## src/rtl/pattern_detector_fsm.sv

```systemverilog
// ---------------------------------------------------------------------------
// pattern_detector_fsm
//
// Serial sequence detector for an N-bit PATTERN on a qualified 1-bit stream.
// The state register holds the length of the longest PATTERN prefix that is
// also a suffix of the valid bits received so far. The KMP transition table
// is built at elaboration, so the runtime logic is a table lookup plus the
// output and counter registers.
//
// Parameters
//   N        pattern length, 1..16
//   PATTERN  pattern bits; bit N-1 is received first, bit 0 last
//   OVERLAP  1: matches may share bits, 0: restart from empty after a match
//   CNT_W    match counter width, 1..32
//
// Ports
//   clock        in   rising-edge clock
//   reset_b      in   asynchronous active-low reset
//   clear        in   synchronous clear of state, Out, match_count, sat
//   in_valid     in   qualifies In
//   In           in   serial data bit
//   Out          out  one-cycle match pulse (registered)
//   state        out  matched-prefix length, 0..N-1
//   match_count  out  saturating number of matches since reset/clear
//   sat          out  high while match_count is at its maximum value
// ---------------------------------------------------------------------------
module pattern_detector_fsm #(
  parameter int           N       = 4,
  parameter logic [N-1:0] PATTERN = 4'b1011,
  parameter bit           OVERLAP = 1'b1,
  parameter int           CNT_W   = 8,
  localparam int          SW      = (N < 2) ? 1 : $clog2(N + 1)
) (
  input  logic             clock,
  input  logic             reset_b,
  input  logic             clear,
  input  logic             in_valid,
  input  logic             In,
  output logic             Out,
  output logic [SW-1:0]    state,
  output logic [CNT_W-1:0] match_count,
  output logic             sat
);

  // Parameter legality is checked at elaboration.
  generate
    if (N < 1 || N > 16) begin : g_bad_n
      $error("pattern_detector_fsm: N must be in 1..16");
    end
    if (CNT_W < 1 || CNT_W > 32) begin : g_bad_cnt_w
      $error("pattern_detector_fsm: CNT_W must be in 1..32");
    end
  endgenerate

  localparam int TBL = 1 << SW;

  // Bit of the pattern seen at receive position pos (0 = first received).
  function automatic int pat_bit(input int pos);
    return PATTERN[N-1-pos] ? 1 : 0;
  endfunction

  // Longest pattern prefix that is a suffix of (prefix of length s) + b.
  // A result of N means the bit completes a match.
  function automatic int delta_fn(input int s, input int b);
    int best;
    int idx;
    int wbit;
    bit ok;
    best = 0;
    if (s < N) begin
      for (int k = 1; k <= N; k++) begin
        if (k <= s + 1) begin
          ok = 1'b1;
          for (int j = 0; j < k; j++) begin
            idx  = s + 1 - k + j;
            wbit = (idx == s) ? b : pat_bit(idx);
            if (pat_bit(j) != wbit) ok = 1'b0;
          end
          if (ok) best = k;
        end
      end
    end
    return best;
  endfunction

  // Longest proper prefix of the pattern that is also its suffix.
  function automatic int fail_fn();
    int best;
    bit ok;
    best = 0;
    for (int k = 1; k < N; k++) begin
      ok = 1'b1;
      for (int j = 0; j < k; j++) begin
        if (pat_bit(j) != pat_bit(N - k + j)) ok = 1'b0;
      end
      if (ok) best = k;
    end
    return best;
  endfunction

  localparam logic [SW-1:0]    N_S     = SW'(N);
  localparam logic [SW-1:0]    FAIL_S  = SW'(fail_fn());
  localparam logic [SW-1:0]    RESTART = OVERLAP ? FAIL_S : '0;
  localparam logic [CNT_W-1:0] CNT_MAX = {CNT_W{1'b1}};

  // Transition table, padded to a power of two so the state register can
  // index it directly; entries at or above N are unreachable and hold 0.
  logic [SW-1:0] delta0 [TBL];
  logic [SW-1:0] delta1 [TBL];

  genvar gi;
  generate
    for (gi = 0; gi < TBL; gi++) begin : g_delta
      localparam int D0 = delta_fn(gi, 0);
      localparam int D1 = delta_fn(gi, 1);
      assign delta0[gi] = SW'(D0);
      assign delta1[gi] = SW'(D1);
    end
  endgenerate

  // Prefix length; numeric rather than enumerated because its range
  // follows N.
  typedef logic [SW-1:0] prefix_t;

  prefix_t          state_reg, state_next;
  prefix_t          ns;
  logic             out_reg, out_next;
  logic [CNT_W-1:0] count_reg, count_next;
  logic             sat_reg, sat_next;

  always_ff @(posedge clock or negedge reset_b) begin
    if (!reset_b) begin
      state_reg <= '0;
      out_reg   <= 1'b0;
      count_reg <= '0;
      sat_reg   <= 1'b0;
    end else begin
      state_reg <= state_next;
      out_reg   <= out_next;
      count_reg <= count_next;
      sat_reg   <= sat_next;
    end
  end

  always_comb begin
    state_next = state_reg;
    out_next   = 1'b0;
    count_next = count_reg;
    sat_next   = sat_reg;
    ns         = In ? delta1[state_reg] : delta0[state_reg];

    if (clear) begin
      state_next = '0;
      count_next = '0;
      sat_next   = 1'b0;
    end else if (in_valid) begin
      if (ns == N_S) begin
        // Completed match: pulse, fall back to the overlap restart point,
        // and count without wrapping.
        out_next   = 1'b1;
        state_next = RESTART;
        if (count_reg != CNT_MAX) begin
          count_next = count_reg + 1'b1;
        end
        sat_next = (count_next == CNT_MAX);
      end else begin
        state_next = ns;
      end
    end
  end

  assign Out         = out_reg;
  assign state       = state_reg;
  assign match_count = count_reg;
  assign sat         = sat_reg;

endmodule

```

## config.mk

```make
export PLATFORM = sky130hd
export DESIGN_NAME = pattern_detector_fsm
export DESIGN_NICKNAME = d
export VERILOG_FILES = /design/src/rtl/pattern_detector_fsm.sv
export SDC_FILE = /design/constraint.sdc
export NUM_CORES = 1
export LEC_CHECK = 0
export ABC_AREA = 1
export ABC_CLOCK_PERIOD_IN_PS = 1400
export BUFFER_PORTS_ARGS = -buffer_cell sky130_fd_sc_hd__buf_4
export CORE_MARGIN = 4
export CORE_UTILIZATION = 46
export DETAILED_ROUTE_END_ITERATION = 10
export PLACE_DENSITY = 0.73
export SLEW_MARGIN = 25
export SYNTH_ARGS = -nofsm -noshare
export SYNTH_HDL_FRONTEND = slang
export SYNTH_SLANG_ARGS = --single-unit
```

## constraint.sdc

```tcl
create_clock -name clock -period 1.4 [get_ports clock]
set_input_delay 0.07 -clock clock [delete_from_list [all_inputs] [get_ports clock]]
set_output_delay 0.07 -clock clock [all_outputs]
set_load 0.01 [all_outputs]
```

==> results.ini, run 1 <==
[outcome]
status=finished with violations
violations=setup timing

[yosys]
synth.net_count=106
synth_edf_count=0
syn_inst=100
ys_seq_elements=13
synth_top_area_share_pct=43.0
synth_common_cells=35 x nand2_1, 13 x dfrtp_1, 12 x inv_1, 8 x o21ai_0, 7 x nor2_1
ys_types=22
syn_avg_cell_area_um2=7.56
synth_area_leaders=dfrtp_1 43%, nand2_1 17%, inv_1 6.0%
synth_most_common_cell=nand2_1
yosysSeqAreaShare_pct=43.0
yosysWarnings=0
synth_flop_cell=dfrtp_1
syn_area_um2=756
synth_top_area_cell=dfrtp_1
async_flop_share_pct=100

[routing]
remaining_drc_errors=0
routedWlPerCell_um=13.8
routed_via_density=5.27
drt_iter0_drc=11
drtAntennaViolNets=0
totalWireLength_um=2030
first_pass_iters=4
dr_total_vias=775

[place]
place_congestion=0.872
place_area_um2=936
io_buffers=17
dp_hpwl_um=1340

[timing]
fin_crit_sh_pct=105
max_slew_margin_pct=83.9
tns_ps=-116
skew_ps=7.26
timing.final.ws_setup_ps=-68.8
slew_violations=0
period_minus_slack_ps=1470
rsz0062_at_grt=yes
hold_viol_final=0
tightest_slew_ps=242
max_freq_ghz=0.681
setup_viol=3

[clock_network]
clkTransAtPathRegs_ps=90
clk_latency_ps=290
cts_tree=yes
numCtsBuffers=3
cts_root_buf=clkbuf_4
cts.path.max_buffers=2
cts_htree_levels=1
cts_sinks=13

[global_route]
use_met2_pct=28.7
grt_busiest_layer=met2
use_met3_pct=2.76
grt_pass1_vias=703
track_usage_pct=16.4
antenna_found_initial=0
use_met1_pct=19.6
grt_pass1_wl_um=3110
grt_start_max_net_pins=14
overflow=0

[setup_path]
cp_data_arrival_time_ps=1650
worstReg2RegEnd=match_count[2]$_DFFE_PN0P_
path_cells=ha_4 > buf_4 > xnor2_2 > nand2_2 > buf_4 > a22o_1
worstReg2RegStart=match_count[1]$_DFFE_PN0P_
critPathMaxStageDelay_ps=440
startpoint=match_count[1]$_DFFE_PN0P_
critPathCapture=match_count[2]$_DFFE_PN0P_
worst-path-buf-inv=2
reg2reg_slack_ps=-70
cp_num_cells=6
start_kind=flop
worstSetupEndpointType=flop
path_delay_family=flip-flops
cpMostUsedCell=buf_4
reg2reg_depth=6
worstPathRequired_ps=1580
worst-setup-path-type=flop to flop
crit_slowest_cell=dfrtp_1
critPathMaxFanout=3

[finish]
largest_reg_flops=8
fin_util_pct=69.5
finalInstanceArea_um2=1060
synthToLayoutAreaGrowth_pct=40.2
drive_gt1_share_pct=39.7
final_nets=138
antenna_cells=0

[power_and_ir_drop]
swShare_pct=24.9
pwr-share-clk_pct=36.9
peakVddDrop_v=0.000494
power_leakage_nw=0.539
p_sw_mw=0.169
p_seq_share_pct=56.3
p_int_mw=0.508
power_frac_comb_pct=6.8
powerDensity_nw_per_um2=638
total_power_mw=0.677

[floorplanning]
row_count=14
core_area_um2=1520
io_pins=18
initial_core_util_pct=49.6
fp.dieW_um=48.5
dieArea_um2=2360
die_h_um=48.5

[min_path]
hp-class=input port to flop

[run]
drv_cap=0

[metal layers]
layer,routed length [um],share of wire (%),vias up
met5,0,0,-
met4,34,1.7,0
met3,92,4.5,5
met2,1030,51,21
met1,878,43,366
li1,-,-,383
[cells by family (layout without fill, tap and decap cells)]
logic type / count (synthesis) / count (layout) / synth area share [%]
xor gates and xnor gates: 2 / 2 / 2.32
and+or+nand+nor: 57 / 57 / 35.9
AOI/OAI and AO/OA: 14 / 14 / 10.6
buffers and inverters: 13 / 44 / 6.46
DFF: 13 / 13 / 43.0
adders and majority gates: 1 / 1 / 1.66
[tightest hold or removal path, cell delays in order]
cell,delay [ps]
buf_4,120
inv_1,60
o22ai_1,70
[how the worst min path moves through the flow]
stage	startpoint	end	slack, ps	cells after the start
final	In	state[0]$_DFFE_PN0P_	80	3
after global routing	In	state[0]$_DFFE_PN0P_	90	3
after CTS	In	state[0]$_DFFE_PN0P_	80	3
after detailed placement	reset_b	match_count[5]$_DFFE_PN0P_	-70	1
after global placement	reset_b	match_count[5]$_DFFE_PN0P_	-80	1
after floorplan	reset_b	Out$_DFF_PN0_	-230	0
[repair_timing]
| action | CTS | global route |
|---|---|---|
| buffers inserted | 0 | 5 |
| endpoints found under the setup margin | 1 | 5 |
| gates resized for setup | 1 | 15 |
| pin swaps | 0 | 12 |
| endpoints found under the hold margin | 13 | 0 |
| hold buffers | 1 | 0 |
[layout by cell type, fill, tap and decap left out, drive strengths merged]
master / Yosys / final
o21ai: 9 / 9
nor3: 1 / 1
a22o: 1 / 1
or2: 1 / 1
xor2: 1 / 1
dlygate4sd3: 0 / 1
nor2: 9 / 9
o21bai: 2 / 2
o22ai: 1 / 1
nand3: 9 / 9
buf: 0 / 26
a21oi: 1 / 1
inv: 13 / 13
ha: 1 / 1
nand4: 1 / 1
clkbuf: 0 / 4
dfrtp: 13 / 13
nand2: 36 / 36
xnor2: 1 / 1
[final cells by class]
cell class                      count  area [um2]
Fill cell                         123         464
Tap cell                           16        20.0
Sequential cell                    13         328
Timing Repair Buffer               27         205
Clock buffer                        4        26.3
Inverter                           13        48.8
Multi-Input combinational cell     74         432
[power groups by stage]
stage | Clock [mW] | Sequential, mW | Combinational [mW]
after CTS | 0.245 | 0.381 | 0.0462
final | 0.250 | 0.381 | 0.0461
after global routing | 0.270 | 0.381 | 0.0522
after floorplan | 0 | 0.390 | 0.0156
after global placement | 0 | 0.388 | 0.0425
after detailed placement | 0 | 0.388 | 0.0440
[metrics by stage]
stage / worst slack [ps] / hold slack (ps) / cells
finish: -68.8 / 80.9 / 147
global route: -133 / 94.6 / 147
CTS: 15.4 / 83.2 / 142
global placement: 46.2 / -75.2 / 137
floorplan: 13.2 / -226 / 100
detailed placement: -0.0775 / -73.2 / 137
No activity file was read; power rests on OpenSTA's default activity.
==> run 2, diff against run 1 <==
Settings changed: PLACE_DENSITY 0.73 to 0.83, SLEW_MARGIN 25 to default.
==> run 2 against run 1 <==
The run still ends with setup timing left. First-iteration DRC count up 27%. Clock power down 4%. Core utilization down 1.6 points. Global-route usage down 0.77 points. Critical path type unchanged.
==> results.ini, run 2 (synthesis results as in run 1) <==
[outcome]
status=finished with violations
violations=setup timing

[global_route]
grt_pass1_vias=671  ; -4.6%
antenna_found_initial=0  ; unchanged
overflow=0  ; unchanged
grt_pass1_wl_um=2940  ; -5.3%
track_usage_pct=15.6  ; -0.77 points
grt_start_max_net_pins=14  ; unchanged

[power_and_ir_drop]
power_frac_comb_pct=7.0  ; +0.2 points
p_seq_share_pct=57.1  ; +0.8 points
total_power_mw=0.668  ; -1.2%
p_int_mw=0.507  ; about the same
peakVddDrop_v=0.000535  ; +8.1%
p_sw_mw=0.161  ; -4.7%
powerDensity_nw_per_um2=645  ; +1.0%
power_leakage_nw=0.526  ; -2.4%
swShare_pct=24.1  ; -0.87 points
pwr-share-clk_pct=35.9  ; -1.0 points

[clock_network]
clk_latency_ps=270  ; -20 ps
cts.path.max_buffers=2  ; unchanged
cts_sinks=13  ; unchanged
cts_tree=yes
cts_htree_levels=1  ; unchanged
clkTransAtPathRegs_ps=90  ; about the same
cts_root_buf=clkbuf_4
numCtsBuffers=3  ; unchanged

[floorplanning]
io_pins=18  ; unchanged
row_count=14  ; unchanged
dieArea_um2=2360  ; unchanged
fp.dieW_um=48.5  ; unchanged
initial_core_util_pct=49.6  ; unchanged
die_h_um=48.5  ; unchanged
core_area_um2=1520  ; unchanged

[setup_path]
critPathCapture=sat$_DFFE_PN0P_
start_kind=flop
worstPathRequired_ps=1620  ; +40 ps
crit_slowest_cell=dfrtp_1
worstSetupEndpointType=flop
worstReg2RegStart=match_count[1]$_DFFE_PN0P_
startpoint=match_count[1]$_DFFE_PN0P_
critPathMaxStageDelay_ps=430  ; about the same
worst-setup-path-type=flop to flop
path_cells=ha_4 > nand2_4 > nor2_4 > nand3_4 > nand2_1 > nand2_1 > nor2_1 > nand3_1 > nand2_1
worstReg2RegEnd=sat$_DFFE_PN0P_
cp_data_arrival_time_ps=1620  ; -30 ps
cpMostUsedCell=nand2_1
reg2reg_depth=9  ; +3
critPathMaxFanout=8  ; +5
reg2reg_slack_ps=-4  ; +60 ps

[finish]
layout_commonest_cell=nand2_1
multiInputGateArea_um2=424  ; -1.7%
final_nets=136  ; -1.4%
mostFrequentLayoutCells=30 x nand2_1, 24 x buf_4, 12 x dfrtp_1, 10 x inv_1
antenna_cells=0  ; unchanged
largest_reg_flops=8  ; unchanged
drive_gt1_share_pct=36.4  ; -3.3 points
regArea_um2=327  ; -0.38%
synthToLayoutAreaGrowth_pct=37.1
fin_util_pct=68.0  ; -1.6 points
finalInstanceArea_um2=1040  ; -2.2%
stdcell_count=145  ; -1.4%
num-fill-cells=134  ; +8.9%

[routing]
routedWlPerCell_um=13.6  ; -1.5%
remaining_drc_errors=0  ; unchanged
routed_via_density=5.11  ; -3.1%
drtAntennaViolNets=0  ; unchanged
totalWireLength_um=1980  ; -2.9%
first_pass_iters=4  ; unchanged
drt_iter0_drc=14  ; +3
dr_total_vias=741  ; -4.4%

[timing]
slew_violations=0  ; unchanged
holdWs_ps=101  ; +20.5 ps
fin_crit_sh_pct=100  ; -4.6 points
skew_ps=3.83  ; -3.43 ps
period_minus_slack_ps=1400  ; -64.6 ps
hold_viol_final=0  ; unchanged
max_freq_ghz=0.712  ; +4.6%
tns_ps=-4.14  ; +112 ps
rsz0062_at_grt=yes
setup_viol=1  ; -2
timing.final.ws_setup_ps=-4.14  ; +64.6 ps
max_slew_margin_pct=83.3  ; -0.60 points
tightest_slew_ps=251  ; +9.01 ps

[place]
dp_hpwl_um=1390  ; +3.5%
place_congestion=0.809  ; -7.3%
io_buffers=17  ; unchanged
place_area_um2=936  ; unchanged
dp.cells=137  ; unchanged
pre_cts_slack_ps=19.6  ; +19.6 ps

[run]
drv_cap=0  ; unchanged

[min_path]
hp-class=input port to flop

## run 2: metal layers
metal | global-route usage, % | part of all wire (%)
met2 | 26.1 | 52
met1 | 18.8 | 42
met5 | 0 | 0
met3 | 4.91 | 5.4
met4 | 5.38 | 1.1
## run 2: power groups by stage
stage          logic, mW  registers [mW]  clock network (mW)
6_report          0.0468           0.381               0.240
5_1_grt           0.0521           0.382               0.263
4_1_cts           0.0462           0.381               0.239
3_5_place_dp      0.0438           0.389                   0
3_3_place_gp      0.0417           0.388                   0
2_1_floorplan     0.0156           0.390                   0
## run 2: what timing repair did
| action | in CTS | in global routing |
|---|---|---|
| endpoints found under the hold margin | 13 | 0 |
| setup endpoints to repair | 0 | 5 |
| hold buffers | 1 | 0 |
| gates resized for setup | 0 | 15 |
| buffers inserted | 0 | 3 |
## run 2: layout make-up
| cell class | count | share of cell area, % |
|---|---|---|
| sequential | 13 | 31.5 |
| inverter | 13 | 4.71 |
| timing repair buffer | 25 | 18.4 |
| multi-input combinational | 74 | 40.9 |
| clock buffer | 4 | 2.54 |
| tap | 16 | 1.93 |
## run 2: worst max-delay path, delay by kind of cell (launching register included)
| family | cells | cell delay [ps] |
|---|---|---|
| adders and majority gates | 1 | 180 |
| and+or+nand+nor | 8 | 740 |
| DFF | 1 | 430 |
## run 2: how the worst min path moves through the flow
stage	start	endpoint	slack [ps]	depth (start not counted)
final	In	state[0]$_DFFE_PN0P_	100	3
after global routing	In	state[0]$_DFFE_PN0P_	120	3
after CTS	In	state[0]$_DFFE_PN0P_	90	3
after detailed placement	reset_b	match_count[2]$_DFFE_PN0P_	-70	1
after global placement	reset_b	match_count[2]$_DFFE_PN0P_	-80	1
after floorplan	reset_b	Out$_DFF_PN0_	-230	0
